===== config.mk =====
export PLATFORM = sky130hd
export DESIGN_NAME = inv_add_round_key
export DESIGN_NICKNAME = d
export VERILOG_FILES = /design/src/rtl/inv_add_round_key.sv
export SDC_FILE = /design/constraint.sdc
export NUM_CORES = 1
export LEC_CHECK = 0
export ABC_AREA = 1
export ABC_CLOCK_PERIOD_IN_PS = 1920
export CORE_AREA = 2 2 202 204
export DETAILED_ROUTE_END_ITERATION = 10
export DIE_AREA = 0 0 204 206
export PLACE_DENSITY = 0.63
export SLEW_MARGIN = 20
export SYNTH_ARGS = -nofsm -noshare
export SYNTH_HDL_FRONTEND = slang
export SYNTH_SLANG_ARGS = --single-unit

===== constraint.sdc =====
create_clock -name clk -period 1.92 [get_ports clk]
set_input_delay 0.288 -clock clk [delete_from_list [all_inputs] [get_ports clk]]
set_output_delay 0.288 -clock clk [all_outputs]
set_load 0.03 [all_outputs]

===== src/rtl/inv_add_round_key.sv =====
`default_nettype none
// ============================================================================
// Module      : inv_add_round_key
// Description : Registered AddRoundKey stage and round sequencer for the
//               AES-128 decryption datapath. It captures a ciphertext block,
//               XORs in round keys 10 down to 0 fetched from the key store,
//               and presents each result to inv_mix_column. Between rounds it
//               waits for the InvShiftRows/InvSubBytes path to return the
//               next state.
// Ports       : clk, n_rst (async, active-low)
//               start, cipher_in            - begin a block (sampled in IDLE)
//               state_in, state_in_valid    - state back from inv_sub_bytes
//               round_key, key_valid        - key store response
//               key_req, key_round          - key store request
//               state_array_out, out_valid, mix_en - result to inv_mix_column
//               busy, done                  - status
// Revision    : 1.0 - initial release
// ============================================================================
module inv_add_round_key (
    input  logic              clk,
    input  logic              n_rst,
    input  logic              start,
    input  logic [0:15][7:0]  cipher_in,
    input  logic [0:15][7:0]  state_in,
    input  logic              state_in_valid,
    input  logic [0:15][7:0]  round_key,
    input  logic              key_valid,
    output logic              key_req,
    output logic [3:0]        key_round,
    output logic [0:15][7:0]  state_array_out,
    output logic              out_valid,
    output logic              mix_en,
    output logic              busy,
    output logic              done
);

    typedef enum logic [2:0] {
        S_IDLE       = 3'd0,
        S_KEY_REQ    = 3'd1,
        S_WAIT_KEY   = 3'd2,
        S_OUTPUT     = 3'd3,
        S_WAIT_STATE = 3'd4
    } state_t;

    localparam logic [3:0] c_FIRST_ROUND = 4'd10;

    state_t           state_q, state_d;
    logic [0:15][7:0] state_reg_q, state_reg_d;
    logic [3:0]       round_cnt_q, round_cnt_d;

    always_ff @(posedge clk or negedge n_rst) begin
        if (!n_rst) begin
            state_q     <= S_IDLE;
            state_reg_q <= '0;
            round_cnt_q <= 4'd0;
        end else begin
            state_q     <= state_d;
            state_reg_q <= state_reg_d;
            round_cnt_q <= round_cnt_d;
        end
    end

    always_comb begin
        state_d     = state_q;
        state_reg_d = state_reg_q;
        round_cnt_d = round_cnt_q;
        key_req     = 1'b0;
        key_round   = 4'd0;
        out_valid   = 1'b0;
        mix_en      = 1'b0;
        done        = 1'b0;
        busy        = (state_q != S_IDLE);

        case (state_q)
            S_IDLE: begin
                if (start) begin
                    state_reg_d = cipher_in;
                    round_cnt_d = c_FIRST_ROUND;
                    state_d     = S_KEY_REQ;
                end
            end
            S_KEY_REQ: begin
                key_req   = 1'b1;
                key_round = round_cnt_q;
                state_d   = S_WAIT_KEY;
            end
            S_WAIT_KEY: begin
                // Keep the index stable so a slow key store can still use it.
                key_round = round_cnt_q;
                if (key_valid) begin
                    state_reg_d = state_reg_q ^ round_key;
                    state_d     = S_OUTPUT;
                end
            end
            S_OUTPUT: begin
                out_valid = 1'b1;
                // Initial (10) and final (0) rounds skip InvMixColumns.
                mix_en    = (round_cnt_q != 4'd0) && (round_cnt_q != c_FIRST_ROUND);
                if (round_cnt_q == 4'd0) begin
                    done    = 1'b1;
                    state_d = S_IDLE;
                end else begin
                    round_cnt_d = round_cnt_q - 4'd1;
                    state_d     = S_WAIT_STATE;
                end
            end
            S_WAIT_STATE: begin
                if (state_in_valid) begin
                    state_reg_d = state_in;
                    state_d     = S_KEY_REQ;
                end
            end
            default: begin
                state_d = S_IDLE;
            end
        endcase
    end

    // Result register drives the output directly and holds through IDLE.
    assign state_array_out = state_reg_q;

endmodule
`default_nettype wire


==> key figures, run 1 <==
Finish
  • Final layout net count: 2583
  • Synthesis-to-finish area growth: 66.3%
  • Final design instance area without fill: 16400 sq um
  • Fraction of layout cells with a size suffix above 1: 4.45%

Setup path
  • Capture point of the worst reg-to-reg path: state_array_out[26]
  • Worst reg2reg setup slack: 0.11 ns
  • Arr. time, crit path: 1.58 ns
  • Startpoint-to-endpoint class of the critical path: reg -> out
  • Crit path buffers/inverters: 1
  • Beginning of the worst register-to-register path: state_q[0]
  • Cell depth of the worst flop-to-flop path: 9
  • Cell-by-cell listing of the critical path: clkdlybuf4s50_1
  • Worst-path maximum fanout: 4
  • Required time reported for the critical path endpoint: 1.63 ns
  • Crit path max-delay cell type: sky130_fd_sc_hd__clkdlybuf4s50_1
  • Top delay family on crit path: buffers and inverters
  • Peak per-stage delay on the critical path: 0.71 ns
  • Endpoint class of the critical path: primary output
  • Crit path launch type: flop

Timing
  • Worst slew margin: 58.9%
  • Post-layout minimum cycle time: 1.86 ns
  • Final number of max-transition violations: 0
  • Peak Freq: 537 MHz
  • Final hold violations: 0
  • Post-route fraction of the period consumed by the critical path: 97.1%
  • Count of endpoints failing setup in the final report: 0
  • Worst Max-Slew Pin Slew: 0.616 ns
  • Worst clock skew: 0.00942 ns

Drt
  • Met3 wire length: 3340 um
  • Sum of routed wire length over all layers: 41400 um
  • Via count normalized by instance count: 4.46
  • Highest Signal Layer: met4
  • Via count of the routed design: 12246
  • Pre-antenna DRT Iters: 5
  • Antenna Nets Post-Route: 0
  • WL met2: 20400 um
  • Wire length on met1: 16900 um
  • Number of DRC markers in iteration 0: 724
  • DRC violation count after routing: 0
  • Wire length per cell: 15.1 um

Logic synthesis
  • Warnings, synthesis: 0
  • Share of synthesized area spent on multiplexers: 0%
  • Fraction of synthesized cell area in xor and xnor cells: 0.0888%
  • Seq/Total Area, Yosys: 34.3%
  • Synthesized netlist net count: 2086
  • Post-Synthesis Cells: 1694
  • Post-synthesis simple-gate area fraction: 54.2%
  • Main combinational cell family by area after synthesis: simple AND/OR/NAND/NOR gates
  • Number of register bits inferred by synthesis: 135
  • Post-synthesis cell area: 9860 sq um
  • Share of the synthesized area in compound gates (AO/OA/AOI/OAI): 0.114%
  • Syn_area_per_cell: 5.82 sq um
  • Post-synth cell types: 20
  • Adder-Cell Fraction of Synth Area: 0.381%

Floorplan
  • I/O pin total: 526
  • Core Region: 40200 sq um
  • Die height: 206 um
  • Area of the die: 42000 sq um
  • Count of standard-cell rows: 74
  • Initial Util: 24.5%
  • Floorplan die width: 204 um

Power and ir drop
  • Final Total Pwr: 26400 uW
  • Total power per unit cell area: 1610 nW/um^2
  • Static leakage: 0.00842 uW
  • Peak supply drop: 0.827 mV

Clock network
  • Insertion delay to the later sink of the worst-skew pair: 0.43 ns
  • Total CTS buffers: 17
  • TritonCTS clock tree: built
  • Total number of clock tree sinks: 135
  • Reg clk slew, reported paths: 0.07 ns
  • Buffer depth of the longest clock path: 2
  • Total number of H-tree levels: 4
  • CTS Root Cell: sky130_fd_sc_hd__clkbuf_16

GRT
  • Combined global-route utilization of all metal layers: 18.9%
  • Total overflow reported by the global router: 0
  • Number of global-route vias before repair: 11525
  • Maximum number of pins on one net before global-route repair: 71
  • Antenna violations before repair: 7
  • Wire length of the first global-routing pass: 62400 um

Run status
  • Result of the run: finished, final reports clean

Place
  • Area after detailed placement: 15700 sq um
  • Detailed placer's ending HPWL: 30600 um
  • Count of buffers inserted at the top-level ports: 525
  • Final weighted congestion in routability-driven placement: 0.844

Worst hold path
  • Worst min-delay path class: in -> async

Job
  • Number of max-cap violations: 0
## worst reg2reg max path, cell delays in order, from the launching register on
cell and delay (ns):
sky130_fd_sc_hd__dfrtp_2 0.45, sky130_fd_sc_hd__buf_4 0.16, sky130_fd_sc_hd__nor2_4 0.17, sky130_fd_sc_hd__nand2_4 0.13
sky130_fd_sc_hd__inv_4 0.13, sky130_fd_sc_hd__buf_12 0.25, sky130_fd_sc_hd__nand2_1 0.22, sky130_fd_sc_hd__nand3_1 0.12
sky130_fd_sc_hd__nand2_1 0.06, sky130_fd_sc_hd__nand2_1 0.06
## through the flow
stage          setup TNS [ns]  util, %  hold slack, ns  cells  worst slack [ns]
2_1_floorplan               0        -        -0.00759   1694            0.0834
3_3_place_gp                0     39.1           0.231   2698            0.0638
3_5_place_dp                0     39.1           0.231   2698            0.0281
4_1_cts                     0     40.6           0.366   2735           0.00618
5_1_grt               -0.0207     40.8           0.406   2741          -0.00844
6_report                    0     40.8           0.364   2743            0.0561
## layout make-up
| type | instances | area [sq um] |
|---|---|---|
| clock buffers | 19 | 443 |
| well taps | 532 | 666 |
| multi-input cells | 1334 | 5480 |
| inverters | 141 | 534 |
| fillers | 4237 | 23800 |
| diodes | 7 | 17.5 |
| repair buffers | 562 | 5750 |
| clock inverters | 13 | 123 |
| flip-flops and latches | 135 | 3380 |
## flip-flops by register name, summed over array words and instances, names as in the netlist
signal	flops
round_cnt_q	4
state_array_out	128
state_q	3
## per-layer routing
metal  global-route usage, %  vias to the layer above
met4                    6.21                        0
li1                        -                     6169
met3                    5.69                       49
met1                    21.7                     5597
met2                    33.3                      431
met5                       0                        -
## cells by family (layout without fill, tap and decap cells)
group,Yosys count,after routing
and+or+nand+nor,1328,1328
buffers and inverters,225,735
DFF,135,135
adders and majority gates,3,3
AOI/OAI and AO/OA,2,2
xor gates and xnor gates,1,1
other,0,7
## power breakdown
group	internal, uW	switching (uW)	total, uW
Sequential	4350	1510	5860
Combinational	6690	10600	17300
Clock	1830	1430	3260
## cells in the mapped netlist (all sizes together)
library cell	count	area share [%]
nor2	268	10
ha	3	0.38
inv	141	5.4
nand4	1	0.063
dfrtp	135	34
xnor2	1	0.089
nand2	792	30
a31oi	1	0.063
o21ai	1	0.051
nand3b	1	0.11
nand3	266	14
buf	84	5.6
## cells in the final DEF (no fill, tap or decap), types with 4 or more instances in the layout
master / Yosys / routed
sky130_fd_sc_hd__buf_12: 0 / 18
sky130_fd_sc_hd__buf_4: 22 / 21
sky130_fd_sc_hd__clkbuf_16: 0 / 17
sky130_fd_sc_hd__clkdlybuf4s50_1: 0 / 510
sky130_fd_sc_hd__clkinvlp_4: 0 / 7
sky130_fd_sc_hd__dfrtp_1: 135 / 132
sky130_fd_sc_hd__diode_2: 0 / 7
sky130_fd_sc_hd__dlymetal6s2s_1: 0 / 4
sky130_fd_sc_hd__inv_1: 139 / 137
sky130_fd_sc_hd__inv_6: 0 / 4
sky130_fd_sc_hd__nand2_1: 791 / 786
sky130_fd_sc_hd__nand3_1: 265 / 264
sky130_fd_sc_hd__nor2_1: 266 / 263
sky130_fd_sc_hd__nor2_4: 1 / 4
## timing repair
item | in CTS | in global routing
pin swaps | 0 | 2
hold buffers | 1 | 0
setup buffers | 4 | 1
resized for setup | 15 | 22
endpoints found under the setup margin | 10 | 11
hold endpoints to repair | 34 | 0
## worst max-delay path by stage
stage,depth (start not counted),end,start,slack [ns]
floorplan,4,mix_en,state_q[1],0.08
detailed placement,7,state_array_out[55],state_q[0],0.03
global route,6,key_round[3],state_q[0],-0.008
global placement,5,done,round_cnt_q[1],0.06
CTS,6,mix_en,state_q[1],0.006
finish,1,state_array_out[30],state_array_out[30],0.06
Power figures use the tool's default switching activity.
==> inputs of run 2 (changes only) <==
Settings changed: CAP_MARGIN set to 30.
==> results of run 2 <==
Final layout, timing and power as in run 1 (identical DEF).
